--- src/rtl/truth_table_pkg.sv ---
`default_nettype none
// +--------------------------------------------------------------------+
// | truth_table_pkg : shared types, constants and helpers for the      |
// |                   truth-table scan stage                           |
// | Revision 1.0                                                       |
// +--------------------------------------------------------------------+
package truth_table_pkg;

    typedef enum logic [1:0] {
        ST_IDLE   = 2'd0,
        ST_DRIVE  = 2'd1,
        ST_SAMPLE = 2'd2,
        ST_VALID  = 2'd3
    } tt_state_t;

    localparam int c_n_in_min   = 1;
    localparam int c_n_in_max   = 6;
    localparam int c_settle_min = 0;
    localparam int c_settle_max = 15;

    function automatic int tt_width(input int n);
        return 1 << n;
    endfunction

endpackage
`default_nettype wire

--- src/rtl/tt_settle_timer.sv ---
`default_nettype none
// +--------------------------------------------------------------------+
// | tt_settle_timer : 4-bit loadable down-counter, saturates at zero   |
// | Revision 1.0                                                       |
// +--------------------------------------------------------------------+
module tt_settle_timer (
    input  logic       clk,
    input  logic       rst_n,
    input  logic       load,
    input  logic [3:0] value,
    input  logic       dec,
    output logic       expired
);

    logic [3:0] r_count;

    always_ff @(posedge clk) begin
        if (!rst_n) begin
            r_count <= 4'd0;
        end else if (load) begin
            r_count <= value;
        end else if (dec && (r_count != 4'd0)) begin
            r_count <= r_count - 4'd1;
        end
    end

    assign expired = (r_count == 4'd0);

endmodule
`default_nettype wire

--- src/rtl/truth_table_scan.sv ---
`default_nettype none
// +--------------------------------------------------------------------+
// | truth_table_scan : walks all input combinations of a small gate    |
// |                    network and captures its full truth table       |
// | Revision 1.0                                                       |
// +--------------------------------------------------------------------+
module truth_table_scan
    import truth_table_pkg::*;
#(
    parameter int N_IN   = 3,
    parameter int SETTLE = 1
) (
    input  logic                      clk,
    input  logic                      rst_n,
    input  logic                      start,
    output logic                      busy,
    output logic [N_IN-1:0]           dut_in,
    input  logic                      dut_out,
    output logic [tt_width(N_IN)-1:0] table_out,
    output logic [N_IN:0]             ones_count,
    output logic                      all_ones,
    output logic                      all_zeros,
    output logic                      table_valid,
    input  logic                      table_ready
);

    localparam int            c_width  = tt_width(N_IN);
    localparam int            c_last_i = c_width - 1;
    localparam logic [N_IN:0] c_last   = c_last_i[N_IN:0];
    localparam logic [N_IN:0] c_full   = c_width[N_IN:0];
    localparam logic [N_IN:0] c_one    = {{N_IN{1'b0}}, 1'b1};
    localparam logic [3:0]    c_settle = 4'(SETTLE);

    tt_state_t           r_state;
    logic [N_IN:0]       r_idx;
    logic [c_width-1:0]  r_table;
    logic [N_IN:0]       r_ones;
    logic                r_busy;
    logic                r_valid;

    logic                w_is_last;
    logic                w_load;
    logic                w_dec;
    logic                w_expired;

    // idx carries one spare bit so the last-combination compare never wraps
    assign w_is_last = (r_idx == c_last);
    assign w_load    = ((r_state == ST_IDLE) && start) ||
                       ((r_state == ST_SAMPLE) && !w_is_last);
    assign w_dec     = (r_state == ST_DRIVE);

    tt_settle_timer u_settle_timer (
        .clk     (clk),
        .rst_n   (rst_n),
        .load    (w_load),
        .value   (c_settle),
        .dec     (w_dec),
        .expired (w_expired)
    );

    always_ff @(posedge clk) begin
        if (!rst_n) begin
            r_state <= ST_IDLE;
            r_idx   <= '0;
            r_table <= '0;
            r_ones  <= '0;
            r_busy  <= 1'b0;
            r_valid <= 1'b0;
        end else begin
            case (r_state)
                ST_IDLE: begin
                    if (start) begin
                        r_table <= '0;
                        r_ones  <= '0;
                        r_idx   <= '0;
                        r_busy  <= 1'b1;
                        r_state <= ST_DRIVE;
                    end
                end
                ST_DRIVE: begin
                    if (w_expired) begin
                        r_state <= ST_SAMPLE;
                    end
                end
                ST_SAMPLE: begin
                    r_table[r_idx[N_IN-1:0]] <= dut_out;
                    r_ones <= r_ones + {{N_IN{1'b0}}, dut_out};
                    if (w_is_last) begin
                        r_busy  <= 1'b0;
                        r_valid <= 1'b1;
                        r_state <= ST_VALID;
                    end else begin
                        r_idx   <= r_idx + c_one;
                        r_state <= ST_DRIVE;
                    end
                end
                ST_VALID: begin
                    // start in the handshake cycle is deliberately dropped
                    if (table_ready) begin
                        r_valid <= 1'b0;
                        r_state <= ST_IDLE;
                    end
                end
                default: begin
                    r_busy  <= 1'b0;
                    r_valid <= 1'b0;
                    r_state <= ST_IDLE;
                end
            endcase
        end
    end

    assign busy        = r_busy;
    assign dut_in      = r_idx[N_IN-1:0];
    assign table_out   = r_table;
    assign ones_count  = r_ones;
    assign table_valid = r_valid;
    assign all_ones    = (r_ones == c_full);
    assign all_zeros   = (r_ones == '0);

endmodule
`default_nettype wire
--- config.mk ---
export PLATFORM = sky130hd
export DESIGN_NAME = truth_table_scan
export DESIGN_NICKNAME = d
export VERILOG_FILES = /design/src/rtl/truth_table_pkg.sv /design/src/rtl/tt_settle_timer.sv /design/src/rtl/truth_table_scan.sv
export SDC_FILE = /design/constraint.sdc
export NUM_CORES = 1
export LEC_CHECK = 0
export BUFFER_PORTS_ARGS = -buffer_cell sky130_fd_sc_hd__buf_4
export CORE_MARGIN = 5
export CORE_UTILIZATION = 25
export CTS_CLUSTER_DIAMETER = 150
export DETAILED_ROUTE_END_ITERATION = 10
export GPL_TIMING_DRIVEN = 0
export PLACE_DENSITY = 0.49
export SETUP_SLACK_MARGIN = 0.4
export SYNTH_ARGS = -nofsm -noshare
export SYNTH_HDL_FRONTEND = slang
export SYNTH_SLANG_ARGS = --single-unit
--- constraint.sdc ---
create_clock -name clk -period 3.7 [get_ports clk]
set_input_delay 0.555 -clock clk [delete_from_list [all_inputs] [get_ports clk]]
set_output_delay 0.555 -clock clk [all_outputs]
set_load 0.05 [all_outputs]
==> flow_metrics.py, run 1 <==
metrics = {
    "status": {
        "status": "finished, final reports clean",
    },
    "finish": {
        "layout.nets": 189,
        "n_antenna_cell": 0,
        "drive_gt1_frac": 0.201,
        "utilization": 0.321,
        "area.growth.synth_to_final_pct": 24.9,
        "final_cell_count_no_fill": 249,
    },
    "grt": {
        "grt_max_degree": 15,
        "antenna_found_initial": 0,
        "grt_usage": 0.110,
        "grt_pass1_wl_um": 5760,
        "gr-total-overflow": 0,
        "grt_pass1_vias": 1183,
    },
    "clocking": {
        "clk_latency_ns": 0.28,
        "post_cts_resized": 0,
        "cts.clk_slew.worst_paths_ns": 0.10,
        "cts_buffers": 3,
        "postCtsSetupRepairBufs": 0,
        "h-tree-depth": 1,
        "cts-root-buf": "clkbuf_8",
        "cts.sinks": 24,
        "cts_buffer_depth": 2,
        "cts_tree": "yes",
        "ctsHoldBuffers": 0,
    },
    "logic_synthesis": {
        "syn-num-nets": 162,
        "ys_warn_count": 0,
        "synth_seq_cells": 24,
        "synth_edf_count": 0,
        "syn_avg_cell_area_um2": 8.52,
        "yosys_most_used_dff": "dfxtp_1",
        "synthArstFlopShare": 0,
        "ys_types": 40,
        "synth_cells": 153,
        "syn_area_mm2": 0.00130,
        "seq_area_frac_synth": 0.369,
    },
    "timing": {
        "finalMaxSlewViolations": 0,
        "min_period_ns": 1.75,
        "setup_viol": 0,
        "whs_ns": 0.462,
        "worst_slack_ns": 1.95,
        "hold_viol": 0,
        "setup_tns_ns": 0,
        "tightest_slew_ns": 0.552,
        "rsz0062_at_grt": "no",
        "max_freq_mhz": 572,
        "period_share": 0.473,
        "slew_headroom": 0.632,
        "clock_skew_ns": 0.0186,
    },
    "setup_path": {
        "crit_required_ns": 3.14,
        "worst-path-max-fanout": 5,
        "r2r_slack_ns": 2.12,
        "r2r-end": "u_settle_timer.r_count[0]",
        "path_delay_family": "flip-flops",
        "crit_path_end_kind": "output port",
        "crit_type": "flop to output port",
        "critPathSlowestCell": "dfxtp_1",
        "path_cells": "nor4_1, buf_4",
        "r2r-start": "r_idx[1]",
        "setup.worst_path.start_class": "flop",
        "cp.arrival_ns": 1.19,
        "reg2regPathDepth": 4,
        "cp-startpoint": "ones_count[0]",
        "max_stage_delay_ns": 0.36,
        "cp_num_buf_inv": 1,
    },
    "die": {
        "fp.dieArea_mm2": 0.00676,
        "ioPinCount": 24,
        "initial_core_util": 0.257,
        "num_rows": 26,
        "dieWidth_um": 82.2,
        "core_mm2": 0.00507,
        "die_h_um": 82.2,
    },
    "detailed_routing": {
        "routed_wl_um": 3540,
        "vias": 1218,
        "ant_nets": 0,
        "vias_per_cell": 4.89,
        "drt_iter0_drc": 62,
        "drcViolationCount": 0,
        "wl_per_cell_um": 14.2,
        "dr.pass1.iters": 4,
    },
    "pwr": {
        "ir_worst_vdd_mv": 0.164,
        "power.share.clock": 0.376,
        "power_density_mw_per_mm2": 392,
        "p_sw_uw": 180,
        "p_sw_frac": 0.281,
        "p_int_uw": 459,
        "total_leakage_power_uw": 0.000612,
        "power_frac_comb": 0.195,
        "pwr-share-seq": 0.429,
    },
    "place": {
        "place_hpwl_um": 2530,
        "pre_cts_ws_ns": 2.00,
        "port_buffers": 22,
        "place_inst": 245,
        "gp_congestion": 0.726,
    },
    "min_path": {
        "hold_path_class": "flop to flop",
        "worst_hold_path.num_cells": 2,
        "whs_endpoint": "table_out[3]",
        "timing.hold.worst.start": "table_out[3]",
    },
    "job": {
        "cap_violations": 0,
    },
}
==> routing by layer <==
layer,GRT usage,vias up,part of all wire
li1,-,614,-
met1,0.136,587,0.46
met2,0.193,13,0.50
met3,0.0260,4,0.034
met4,0.0249,0,0.0065
met5,0,-,0
==> sequential cells by signal (all words and copies together), names as in the netlist <==
signal                  count
table_valid                 1
u_settle_timer.r_count      4
r_idx                       4
busy                        1
table_out                   8
r_state                     2
ones_count                  4
==> worst min-delay path: stages (launching register included) <==
cell	delay (ns)
dfxtp_1	0.32
nand2_1	0.05
o22ai_1	0.05
==> worst max-delay path by stage <==
stage,cells after the start,end,slack [ns]
after detailed placement,4,table_out[1],2.00
after global placement,4,table_out[1],2.01
after CTS,2,all_zeros,1.94
after floorplan,2,all_ones,0.93
final,2,all_zeros,1.95
after global routing,2,all_ones,1.86
==> synth_stat cells, types with 3 or more instances <==
| cell | number | area share |
|---|---|---|
| buf_4 | 5 | 0.029 |
| nand2b_1 | 6 | 0.029 |
| clkbuf_1 | 7 | 0.020 |
| nand4bb_1 | 3 | 0.026 |
| o21ai_0 | 10 | 0.038 |
| nor3b_1 | 3 | 0.017 |
| nand3_1 | 3 | 0.012 |
| a21boi_0 | 6 | 0.035 |
| a21oi_1 | 11 | 0.042 |
| inv_1 | 4 | 0.012 |
| nor2b_1 | 5 | 0.024 |
| dfxtp_1 | 24 | 0.37 |
| o21bai_1 | 3 | 0.017 |
| nand2_1 | 14 | 0.040 |
| ha_1 | 4 | 0.038 |
| nand4_1 | 4 | 0.019 |
| o311a_1 | 3 | 0.023 |
| nand4b_1 | 3 | 0.020 |
| o22ai_1 | 5 | 0.024 |
| buf_2 | 3 | 0.012 |
==> through the flow <==
stage,total power (uW),area (um^2)
after global routing,668,1630
after detailed placement,405,1560
after CTS,648,1630
final,639,1630
after global placement,404,1560
after floorplan,370,1300
==> power by group through the flow <==
stage	sequential, uW	clock (uW)	combinational (uW)
floorplan	288	0	82.6
global placement	280	0	124
detailed placement	280	0	125
CTS	274	249	125
global route	275	256	137
finish	274	240	125
==> cell type report <==
cell class | instances | area [um^2]
clock inverters | 1 | 30.0
plain buffers | 15 | 78.8
fillers | 576 | 3450
clock buffers | 3 | 41.3
repair buffers | 22 | 165
inverters | 4 | 15.0
well taps | 70 | 87.6
multi-input cells | 110 | 729
flip-flops and latches | 24 | 480
==> kinds of logic (layout without fill, tap and decap cells) <==
| kind of cell | count (synthesis) | after routing | share of synthesized area |
|---|---|---|---|
| buf+inv | 19 | 45 | 0.0720 |
| fa+ha+maj | 4 | 4 | 0.0384 |
| compound gates | 48 | 48 | 0.240 |
| flops | 24 | 24 | 0.369 |
| mux | 1 | 1 | 0.00768 |
| simple gates | 57 | 57 | 0.274 |
==> layout by cell type (no fill, tap or decap), types with 3 or more instances in the layout <==
cell       instances
o22ai_1            5
nand4bb_1          3
nor3b_1            3
a21boi_0           6
buf_2              3
o21ai_0           10
inv_1              4
clkbuf_8           3
nand4b_1           3
dfxtp_1           24
nand2_1           14
nand4_1            4
nand2b_1           6
nand3_1            3
ha_1               4
buf_4             27
o21bai_1           3
a21oi_1           11
nor2b_1            5
o311a_1            3
clkbuf_1           7
Note: power is estimated with default switching activity, not from simulation.
==> inputs of run 2 (changes only) <==
PLACE_DENSITY = 0.51   (was 0.49)
clock period = 1.6 ns   (was 3.7 ns; I/O delays follow)
==> flow_metrics.py, run 2 (synthesis results as in run 1) <==
metrics = {
    "status": {
        "status": "finished, final reports clean",
    },
    "pwr": {
        "power.share.clock": 0.272,
        "p_int_uw": 1080,
        "total_leakage_power_uw": 0.000816,
        "total_power_uw": 1550,
        "p_sw_uw": 473,
        "power_density_mw_per_mm2": 716,
        "ir_worst_vdd_mv": 0.525,
        "power_frac_comb": 0.321,
        "p_sw_frac": 0.304,
        "pwr-share-seq": 0.407,
    },
    "die": {
        "ioPinCount": 24,
        "num_rows": 26,
        "die_h_um": 82.2,
        "core_mm2": 0.00507,
        "fp.dieArea_mm2": 0.00676,
        "dieWidth_um": 82.2,
        "initial_core_util": 0.257,
    },
    "setup_path": {
        "crit_required_ns": 1.36,
        "r2r-start": "ones_count[0]",
        "cp.arrival_ns": 1.14,
        "worst-path-max-fanout": 4,
        "r2r_slack_ns": 0.25,
        "reg2regPathDepth": 5,
        "crit_path_end_kind": "output port",
        "r2r-end": "ones_count[3]",
        "crit_type": "flop to output port",
        "setup.worst_path.start_class": "flop",
    },
    "detailed_routing": {
        "dr_wl_met3_um": 109,
        "wl_per_cell_um": 15.3,
        "drt_iter0_drc": 35,
        "drcViolationCount": 0,
        "ant_nets": 0,
        "vias": 1349,
        "routed_wl_um": 4180,
        "top_layer": "met4",
        "dr.pass1.iters": 4,
        "wl_met1_um": 1950,
        "wl_met2_um": 2100,
        "vias_per_cell": 4.94,
    },
    "clocking": {
        "cts.clk_slew.worst_paths_ns": 0.09,
        "cts.sinks": 24,
        "cts_buffers": 3,
        "clk_latency_ns": 0.27,
        "cts_buffer_depth": 2,
        "h-tree-depth": 1,
        "cts_tree": "yes",
        "cts-root-buf": "clkbuf_8",
    },
    "timing": {
        "period_share": 0.864,
        "whs_ns": 0.270,
        "setup_tns_ns": 0,
        "max_freq_mhz": 723,
        "finalMaxSlewViolations": 0,
        "slew_headroom": 0.655,
        "clock_skew_ns": 0.00188,
        "hold_viol": 0,
        "tightest_slew_ns": 0.517,
        "min_period_ns": 1.38,
        "setup_viol": 0,
        "rsz0062_at_grt": "yes",
    },
    "job": {
        "cap_violations": 0,
    },
    "grt": {
        "grt_pass1_vias": 1320,
        "antenna_found_initial": 0,
        "grt_max_degree": 14,
        "gr-total-overflow": 0,
        "grt_pass1_wl_um": 6380,
        "grt_usage": 0.121,
    },
    "finish": {
        "seq_area_um2": 513,
        "layout.nets": 213,
        "num-fill-cells": 529,
        "multi_input_area_um2": 973,
        "area.growth.synth_to_final_pct": 66.5,
        "utilization": 0.428,
        "drive_gt1_frac": 0.547,
        "final_common_cell": "buf_4",
        "n_antenna_cell": 0,
        "final_cell_mix": "buf_4, buf_6, nand2_1, dfxtp_1, dfxtp_4",
        "largest_register_ffs": 8,
    },
    "min_path": {
        "worst_hold_path.num_cells": 3,
        "whs_endpoint": "table_out[7]",
        "timing.hold.worst.start": "dut_out",
        "hold_path_class": "primary input to flop",
    },
    "place": {
        "port_buffers": 22,
        "gp_congestion": 0.788,
        "place_hpwl_um": 2660,
    },
}
run 2: final cells by class:
type | instances | share of cell area
buffer | 15 | 0.0530
clock buffer | 4 | 0.0254
timing repair buffer | 46 | 0.188
sequential | 24 | 0.236
inverter | 4 | 0.00807
tap | 70 | 0.0403
multi-input combinational | 110 | 0.448
run 2: power by group through the flow:
stage | Combinational, uW | Sequential, uW | Clock (uW)
detailed placement | 316 | 649 | 0
CTS | 412 | 633 | 435
global placement | 308 | 648 | 0
global route | 533 | 638 | 459
finish | 498 | 633 | 422
floorplan | 214 | 666 | 0
run 2: timing repair:
action,4_1_cts,5_1_grt
gates cloned,1,0
gates resized for setup,42,36
buffers inserted,16,7
endpoints found under the setup margin,26,29
hold buffers,0,0
pin swaps,15,19
run 2: worst max-delay path by stage:
stage             startpoint  endpoint  slack (ns)  cells after the start
2_1_floorplan  ones_count[3]  all_ones        0.19                      2
3_3_place_gp        r_idx[2]  r_idx[2]        0.17                      3
3_5_place_dp        r_idx[2]  r_idx[2]        0.15                      3
4_1_cts        ones_count[0]  all_ones        0.20                      2
5_1_grt        ones_count[0]  all_ones        0.16                      2
6_report       ones_count[0]  all_ones        0.22                      2
run 2: layer usage:
layer  GRT usage  vias up
met4      0.0199        0
met5           0        -
met1       0.159      658
met2       0.205       19
li1            -      670
met3      0.0282        2
run 2: per-stage QoR:
stage	worst slack, ns	instance area [um^2]	instances
4_1_cts	0.201	2000	266
3_3_place_gp	0.167	1690	245
2_1_floorplan	0.189	1440	153
5_1_grt	0.162	2170	273
6_report	0.217	2170	273
3_5_place_dp	0.148	1690	245
run 2: critical path, cell delays in order, from the launching register on:
cell,delay [ns]
dfxtp_4,0.38
nor4_4,0.30
buf_6,0.20
==> inputs of run 3 (changes only) <==
CTS_BUF_LIST = sky130_fd_sc_hd__clkbuf_8   (was default)
PLACE_DENSITY = 0.49   (was 0.51)
clock period = 1.4 ns   (was 1.6 ns; I/O delays follow)
==> flow_metrics.py, run 3 (synthesis results as in run 1) <==
metrics = {
    "timing": {
        "slew_headroom": 0.648,
        "tightest_slew_ns": 0.527,
        "setup_viol": 0,
        "min_period_ns": 1.33,
        "hold_viol": 0,
        "max_freq_mhz": 753,
        "rsz0062_at_grt": "yes",
        "clock_skew_ns": 0.00842,
        "period_share": 0.949,
        "finalMaxSlewViolations": 0,
        "setup_tns_ns": 0,
    },
    "place": {
        "gp_congestion": 0.822,
        "port_buffers": 22,
        "placed_area_mm2": 0.00176,
        "place_hpwl_um": 2630,
    },
    "die": {
        "dieWidth_um": 82.2,
        "fp.dieArea_mm2": 0.00676,
        "num_rows": 26,
        "core_mm2": 0.00507,
        "ioPinCount": 24,
        "initial_core_util": 0.257,
        "die_h_um": 82.2,
    },
    "finish": {
        "final_cell_mix": "buf_6, buf_4, buf_8, dfxtp_2, nand2_1",
        "num-fill-cells": 505,
        "final_area_mm2": 0.00239,
        "area.growth.synth_to_final_pct": 83.0,
        "final_common_cell": "buf_6",
        "seq_area_um2": 532,
        "drive_gt1_frac": 0.630,
        "largest_register_ffs": 8,
        "n_antenna_cell": 0,
        "layout.nets": 222,
        "multi_input_area_um2": 976,
    },
    "pwr": {
        "total_leakage_power_uw": 0.000911,
        "ir_worst_vdd_mv": 0.366,
        "pwr-share-seq": 0.417,
        "power.share.clock": 0.247,
        "p_int_uw": 1190,
        "power_frac_comb": 0.336,
        "p_sw_uw": 542,
        "p_sw_frac": 0.312,
        "power_density_mw_per_mm2": 727,
    },
    "detailed_routing": {
        "vias": 1374,
        "ant_nets": 0,
        "drcViolationCount": 0,
        "dr.pass1.iters": 4,
        "drt_iter0_drc": 41,
        "routed_wl_um": 4150,
        "vias_per_cell": 4.89,
        "wl_per_cell_um": 14.8,
    },
    "setup_path": {
        "crit_path_end_kind": "output port",
        "setup.worst_path.start_class": "flop",
        "crit_required_ns": 1.19,
        "critPathSlowestCell": "dfxtp_4",
        "max_stage_delay_ns": 0.38,
        "worst-path-max-fanout": 5,
        "cp.arrival_ns": 1.12,
        "path_cells": "nor4_4, buf_6",
        "crit_type": "flop to output port",
    },
    "grt": {
        "grt_max_degree": 13,
        "grt_pass1_wl_um": 6370,
        "antenna_found_initial": 0,
        "gr-total-overflow": 0,
        "grt_usage": 0.124,
        "grt_pass1_vias": 1303,
    },
    "clocking": {
        "cts_buffer_depth": 2,
        "cts.clk_slew.worst_paths_ns": 0.09,
        "ctsHoldBuffers": 0,
        "clk_latency_ns": 0.27,
        "cts_tree": "yes",
        "cts-root-buf": "clkbuf_8",
        "cts.sinks": 24,
        "h-tree-depth": 1,
        "cts_buffers": 3,
    },
    "min_path": {
        "hold_path_class": "primary input to flop",
    },
    "status": {
        "status": "finished, final reports clean",
    },
    "job": {
        "cap_violations": 0,
    },
}
==> run 3: repair_timing <==
action	in CTS	in global routing
setup endpoints to repair	43	42
pin swaps	22	15
buffers inserted	23	10
resized for setup	70	31
==> run 3: cell type report <==
type / count / area share
well taps: 70 / 0.0367
repair buffers: 55 / 0.250
inverters: 4 / 0.00839
multi-input cells: 110 / 0.409
plain buffers: 15 / 0.0556
clock buffers: 3 / 0.0173
flip-flops and latches: 24 / 0.223
==> run 3: power groups by stage <==
stage | clock network (uW) | logic [uW] | registers (uW)
3_3_place_gp | 0 | 384 | 741
4_1_cts | 441 | 516 | 722
2_1_floorplan | 0 | 276 | 762
6_report | 428 | 583 | 724
5_1_grt | 469 | 618 | 728
3_5_place_dp | 0 | 390 | 742
==> run 3: path summary, 6_finish.rpt <==
check,start,endpoint,slack (ns),cells after the start
worst max-delay path,ones_count[0],all_zeros,0.07,2
worst min-delay path,table_ready,table_valid,0.24,4
worst max register to register,u_settle_timer.r_count[0],u_settle_timer.r_count[0],0.07,5
worst min register to register,table_out[0],table_out[0],0.48,2
==> run 3: critical path, delay by kind of cell (launching register included) <==
family | cells | cell delay, ns
buf+inv | 1 | 0.19
flops | 1 | 0.38
simple gates | 1 | 0.28
==> run 3: per-layer routing <==
layer / global-route usage / vias up / part of all wire
met1: 0.153 / 660 / 0.44
met4: 0.0465 / 0 / 0.016
li1: - / 684 / -
met5: 0 / - / 0
met2: 0.212 / 23 / 0.51
met3: 0.0217 / 7 / 0.033
==> run 3: through the flow <==
stage | worst slack [ns] | utilization | total power, uW | hold WS (ns) | cells
3_5_place_dp | 0.00334 | 0.346 | 1130 | 0.462 | 245
2_1_floorplan | 0.0190 | - | 1040 | 0.356 | 153
6_report | 0.0712 | 0.470 | 1740 | 0.238 | 281
5_1_grt | -0.00290 | 0.470 | 1820 | 0.239 | 281
3_3_place_gp | 0.0289 | 0.346 | 1130 | 0.452 | 245
4_1_cts | 0.0514 | 0.434 | 1680 | 0.224 | 271
